<file path="src/rtl/cordic_vectoring_engine.sv">
// Iterative vectoring-mode CORDIC: (x,y) -> (|v|, atan2(y,x)), one micro-rotation per clock.
// Optional CORDIC_GAIN_COMP_EN adds a GAIN state that scales the magnitude by 1/K.
module cordic_vectoring_engine #(
    parameter int DATA_WIDTH = 18,
    parameter int N_PE       = 15
) (
    input  logic                         i_clk,
    input  logic                         i_rst,
    input  logic signed [DATA_WIDTH-1:0] in_x,
    input  logic signed [DATA_WIDTH-1:0] in_y,
    input  logic                         i_valid_in,
    output logic                         o_ready_in,
    output logic signed [DATA_WIDTH-1:0] out_magnitude,
    output logic signed [DATA_WIDTH-1:0] out_alpha,
    output logic                         o_valid_out,
    input  logic                         i_ready_out
);

    localparam int XW = DATA_WIDTH + 2;
    localparam int CW = (N_PE > 1) ? $clog2(N_PE) : 1;

    localparam logic [2:0] S_IDLE   = 3'd0;
    localparam logic [2:0] S_PREROT = 3'd1;
    localparam logic [2:0] S_ITER   = 3'd2;
    localparam logic [2:0] S_GAIN   = 3'd3;
    localparam logic [2:0] S_DONE   = 3'd4;

    localparam logic signed [DATA_WIDTH-1:0] HALF_PI = DATA_WIDTH'(25736);
    localparam logic signed [XW-1:0]         MAG_MAX = XW'((1 << (DATA_WIDTH - 1)) - 1);

    // round(atan(2^-i) * 2^14)
    function automatic int atan_lut(input int i);
        case (i)
            0:       return 12868;
            1:       return 7596;
            2:       return 4014;
            3:       return 2037;
            4:       return 1023;
            5:       return 512;
            6:       return 256;
            7:       return 128;
            8:       return 64;
            9:       return 32;
            10:      return 16;
            11:      return 8;
            12:      return 4;
            13:      return 2;
            14:      return 1;
            default: return 0;
        endcase
    endfunction

    function automatic logic signed [DATA_WIDTH-1:0] sat_mag(input logic signed [XW-1:0] v);
        if (v[XW-1])
            return '0;
        else if (v > MAG_MAX)
            return MAG_MAX[DATA_WIDTH-1:0];
        else
            return v[DATA_WIDTH-1:0];
    endfunction

    logic [2:0]                   state_q, state_d;
    logic [CW-1:0]                cnt_q, cnt_d;
    logic                         vld_q, vld_d;
    logic signed [DATA_WIDTH-1:0] mag_q, mag_d;
    logic signed [DATA_WIDTH-1:0] alpha_q, alpha_d;
    logic signed [XW-1:0]         x_q, x_d, y_q, y_d;
    logic signed [DATA_WIDTH-1:0] z_q, z_d;
    logic                         zero_q, zero_d;

    logic signed [XW-1:0]         xs, ys;
    logic signed [DATA_WIDTH-1:0] atan_v;

    assign xs     = x_q >>> cnt_q;
    assign ys     = y_q >>> cnt_q;
    assign atan_v = DATA_WIDTH'(atan_lut(int'(cnt_q)));

`ifdef CORDIC_GAIN_COMP_EN
    localparam logic signed [15:0] GAIN_K = 16'sh26de;
    logic signed [XW+13:0] prod;
    assign prod = x_q * GAIN_K;
`endif

    always_comb begin
        state_d = state_q;
        cnt_d   = cnt_q;
        vld_d   = vld_q;
        mag_d   = mag_q;
        alpha_d = alpha_q;
        x_d     = x_q;
        y_d     = y_q;
        z_d     = z_q;
        zero_d  = zero_q;
        case (state_q)
            // capture the vector; an all-zero input has no defined angle and reports 0
            S_IDLE: begin
                if (i_valid_in) begin
                    x_d     = {{2{in_x[DATA_WIDTH-1]}}, in_x};
                    y_d     = {{2{in_y[DATA_WIDTH-1]}}, in_y};
                    zero_d  = (in_x == '0) && (in_y == '0);
                    state_d = S_PREROT;
                end
            end
            // fold left half-plane into the right half-plane so the iterations converge
            S_PREROT: begin
                if (x_q[XW-1]) begin
                    if (!y_q[XW-1]) begin
                        x_d = y_q;
                        y_d = -x_q;
                        z_d = HALF_PI;
                    end else begin
                        x_d = -y_q;
                        y_d = x_q;
                        z_d = -HALF_PI;
                    end
                end else begin
                    z_d = '0;
                end
                cnt_d   = '0;
                state_d = S_ITER;
            end
            // drive y toward zero, accumulating the rotated angle in z
            S_ITER: begin
                if (y_q[XW-1]) begin
                    x_d = x_q - ys;
                    y_d = y_q + xs;
                    z_d = z_q - atan_v;
                end else begin
                    x_d = x_q + ys;
                    y_d = y_q - xs;
                    z_d = z_q + atan_v;
                end
                cnt_d = cnt_q + 1'b1;
                if (cnt_q == CW'(N_PE - 1)) begin
`ifdef CORDIC_GAIN_COMP_EN
                    state_d = S_GAIN;
`else
                    state_d = S_DONE;
`endif
                end
            end
            S_GAIN: begin
`ifdef CORDIC_GAIN_COMP_EN
                x_d = prod[XW+13:14];
`endif
                state_d = S_DONE;
            end
            // first cycle registers the result, then hold until downstream takes it
            S_DONE: begin
                if (!vld_q) begin
                    vld_d   = 1'b1;
                    mag_d   = sat_mag(x_q);
                    alpha_d = zero_q ? '0 : z_q;
                end else if (i_ready_out) begin
                    vld_d   = 1'b0;
                    state_d = S_IDLE;
                end
            end
            default: state_d = S_IDLE;
        endcase
    end

    always_ff @(posedge i_clk or posedge i_rst) begin
        if (i_rst) begin
            state_q <= S_IDLE;
            cnt_q   <= '0;
            vld_q   <= 1'b0;
            mag_q   <= '0;
            alpha_q <= '0;
        end else begin
            state_q <= state_d;
            cnt_q   <= cnt_d;
            vld_q   <= vld_d;
            mag_q   <= mag_d;
            alpha_q <= alpha_d;
        end
    end

    always_ff @(posedge i_clk) begin
        x_q    <= x_d;
        y_q    <= y_d;
        z_q    <= z_d;
        zero_q <= zero_d;
    end

    assign o_ready_in    = (state_q == S_IDLE);
    assign o_valid_out   = vld_q;
    assign out_magnitude = mag_q;
    assign out_alpha     = alpha_q;

endmodule

</file>
<file path="config.mk">
export PLATFORM = sky130hd
export DESIGN_NAME = cordic_vectoring_engine
export DESIGN_NICKNAME = d
export VERILOG_FILES = /design/src/rtl/cordic_vectoring_engine.sv
export SDC_FILE = /design/constraint.sdc
export NUM_CORES = 1
export LEC_CHECK = 0
export BUFFER_PORTS_ARGS = -buffer_cell sky130_fd_sc_hd__buf_2
export CAP_MARGIN = 20
export CORE_ASPECT_RATIO = 1.2
export CORE_MARGIN = 2
export CORE_UTILIZATION = 40
export CTS_BUF_LIST = sky130_fd_sc_hd__clkbuf_8
export DETAILED_ROUTE_END_ITERATION = 12
export GPL_ROUTABILITY_DRIVEN = 0
export SLEW_MARGIN = 5
export SYNTH_ARGS = -nofsm -noshare
export SYNTH_HDL_FRONTEND = slang
export SYNTH_SLANG_ARGS = --single-unit
</file>
<file path="constraint.sdc">
create_clock -name i_clk -period 11.8 [get_ports i_clk]
set_input_delay 1.18 -clock i_clk [delete_from_list [all_inputs] [get_ports i_clk]]
set_output_delay 1.18 -clock i_clk [all_outputs]
set_load 0.01 [all_outputs]
</file>
==> flow_summary.yaml <==
outcome:
  outcome: "finished, final reports clean"
timing:
  max_freq_ghz: 0.1722
  setup_viol: 0
  fin_crit_ns: 5.809
  maxSlewViolCount: 0
  setup_tns_ns: 0
  rsz0062_at_grt: "no"
  hold_slack_ns: 0.4833
  slew_headroom_pct: 30.23
  fin_crit_sh_pct: 49.23
  fin_skew_ns: 0.02522
  hold_viol_final: 0
  tightest_slew_ns: 1.047
run:
  maxCapViolCount: 0
worst_setup_path:
  cp_max_fo: 59
  required_ns: 12.05
  cp.arrival_ns: 6.06
  crit_path_start_kind: "flip-flop"
  max_stage_delay_ns: 0.67
  worstSetupPathType: "flip-flop to flip-flop"
  worst-r2r-setup-slack_ns: 5.99
  cpMaxStageDelayCell: "mux4_1"
  cp-end-kind: "flip-flop"
  path_cells: "buf_4, mux4_1, mux4_2, or4b_4, nor2_4, or4b_4, nor3b_1, a211oi_1, a21oi_1, ha_1, a21o_1, nand3_1, nand3_1, o41ai_1, xnor3_1, o211ai_1"
floorplan:
  dieWidth_um: 156.4
  start_util_pct: 40.91
  die-area_mm2: 0.02923
  core_mm2: 0.02725
  io_pins: 78
  die_y_um: 186.9
  rows: 66
synthesis:
  synth-seq-cells: 103
  synth-edff-count: 59
  syn-cell-area_mm2: 0.01115
  synthArstFlopShare_pct: 42.72
  ys.flop_type: "edfxtp_1"
  synth_seq_area_share_pct: 25.77
  ys_types: 76
  synth_area_leaders: "edfxtp_1 16%, dfrtp_1 9.9%, mux4_2 7.7%"
  synth_top_area_share_pct: 15.89
  synthCells: 1279
  synth.avg_cell_area_um2: 8.717
  yosys.area.top_type: "edfxtp_1"
  ys_warn_count: 0
  synthesis.nets: 1390
final_layout:
  layout.nets: 1400
  syn2layout_area_growth_pct: 6.778
  n_fill_cell: 2710
  num_antenna_cells: 0
  regArea_mm2: 0.002878
  fin_util_pct: 43.69
  final_layout_size_suffix_gt1_share_pct: 14.53
  multi_input_comb_area_mm2: 0.007725
clock_tree:
  cts_buffers: 9
  clkLatencyLatePin_ns: 0.42
  h-tree-depth: 3
  clk_pin_slew_worst_paths_ns: 0.13
  clockBufferDepth: 2
  cts_tree: "yes"
  cts_resized: 0
  post-cts-setup-buffers: 0
  cts-root-buf: "clkbuf_8"
  cts_sinks: 103
  holdBufCountCts: 0
hold_path:
  hold_class: "flip-flop to flip-flop"
drt:
  via_per_inst: 6.140
  drt-total-wl_um: 34770
  vias: 10030
  drtAntennaViolNets: 0
  avgRoutedWirePerCell_um: 21.28
  drtIter0Drc: 806
  first_pass_iters: 5
  drc: 0
grt:
  overflow: 0
  grt_pass1_wl_um: 54030
  antenna_found_initial: 1
  grt_max_degree: 67
  grt_pass1_vias: 9498
  grtUsageTotal_pct: 23.59
placed_design:
  hpwl_um: 25040
  io_buffers: 77
-- cells in the mapped netlist, types with 4 or more instances --
cell type,count
or3_1,6
buf_4,5
nand3_1,17
nor2_1,111
nand2b_1,39
and3_1,8
a21boi_0,5
o31ai_1,33
mux4_2,38
a31oi_1,20
o21bai_1,4
buf_1,12
buf_2,7
ha_1,68
edfxtp_1,59
o22ai_1,11
o211ai_1,9
o21ai_0,98
clkbuf_1,68
o21a_1,15
a221o_1,6
and2_1,11
mux2i_1,39
nor4_1,15
mux4_1,4
a211oi_1,11
a21oi_1,67
or2_2,9
xnor2_1,59
a22oi_1,21
nand2_1,115
o221ai_1,11
inv_1,41
dfrtp_1,44
nor2b_1,10
a21o_1,23
nor3_1,21
xor2_1,57
mux2_2,14
nand4_1,11
-- per-layer routing --
layer	track usage [%]	part of all wire, %	vias to the layer above
li1	-	-	4750
met1	31.30	42	4781
met2	38.94	47	432
met3	3.174	6.7	69
met4	9.033	3.9	0
met5	0	0	-
-- state kept, by name, summed over array words and instances, names as in the netlist --
| name | cells |
|---|---|
| cnt_q | 4 |
| out_alpha | 18 |
| x_q | 20 |
| out_magnitude | 18 |
| z_q | 18 |
| o_valid_out | 1 |
| state_q | 3 |
| y_q | 20 |
| zero_q | 1 |
-- through the flow --
| step | cells | area [um^2] | worst slack [ns] |
|---|---|---|---|
| floorplan | 1279 | 11150 | 6.658 |
| global placement | 1617 | 11690 | 6.091 |
| detailed placement | 1617 | 11690 | 6.063 |
| CTS | 1633 | 11890 | 6.025 |
| global route | 1634 | 11910 | 5.553 |
| finish | 1634 | 11910 | 5.991 |
-- worst max-delay path, delay by kind of cell (launching register included) --
kind                       cells  cell delay [ns]
AOI/OAI and AO/OA              5             1.07
xor gates and xnor gates       1             0.39
adders and majority gates      1             0.39
buffers and inverters          1             0.64
DFF                            1             0.36
muxes                          2             1.20
and+or+nand+nor                6             1.58
-- logic make-up (layout without fill, tap and decap cells) --
kind of cell	Yosys count	in the layout	share of synthesized area (%)
XOR/XNOR	117	117	9.314
adder cells (fa/ha/maj)	71	71	8.170
AO/OA/AOI/OAI	363	363	21.12
AND/OR/NAND/NOR	392	392	17.07
multiplexers	95	95	13.53
flip-flops	103	103	25.77
buffers and inverters	138	153	5.027
-- cells in the final DEF, fill, tap and decap left out, drive strengths merged, types with 12 or more instances in the layout --
master,Yosys,final
o21a,15,15
mux4,42,42
xnor2,59,59
xor2,57,57
nand2b,39,39
a21oi,67,67
nand3,17,17
nor4,16,16
inv,41,46
a31oi,20,20
o21ai,99,99
dfrtp,44,44
o31ai,34,34
ha,68,68
mux2,14,14
nor2,112,112
edfxtp,59,59
buf,26,93
nor3,21,21
a22oi,21,21
a21o,23,23
and2,12,12
mux2i,39,39
nand2,115,115
-- final timing paths --
check                                                from                             to  cells past startpoint
worst max-delay path                 cnt_q[1]$_DFFE_PP0N_              y_q[19]$_DFFE_PP_                     16
worst min-delay path            out_alpha[15]$_DFFE_PP0P_      out_alpha[15]$_DFFE_PP0P_                      2
worst max register to register       cnt_q[1]$_DFFE_PP0N_              y_q[19]$_DFFE_PP_                     16
worst min register to register  out_alpha[15]$_DFFE_PP0P_      out_alpha[15]$_DFFE_PP0P_                      2
max in group asynchronous                           i_rst           cnt_q[0]$_DFFE_PP0N_                      3
min in group asynchronous                           i_rst  out_magnitude[17]$_DFFE_PP0P_                      2
-- area by class of cell --
type	instances	area share, %
timing repair buffer	93	4.351
inverter	44	1.387
tap	340	3.573
sequential	103	24.17
multi-input combinational	1038	64.89
clock inverter	7	0.5885
clock buffer	9	1.040
Power is not shown: default switching activity piles up to over one toggle a cycle in this logic, so the estimate is an artifact.
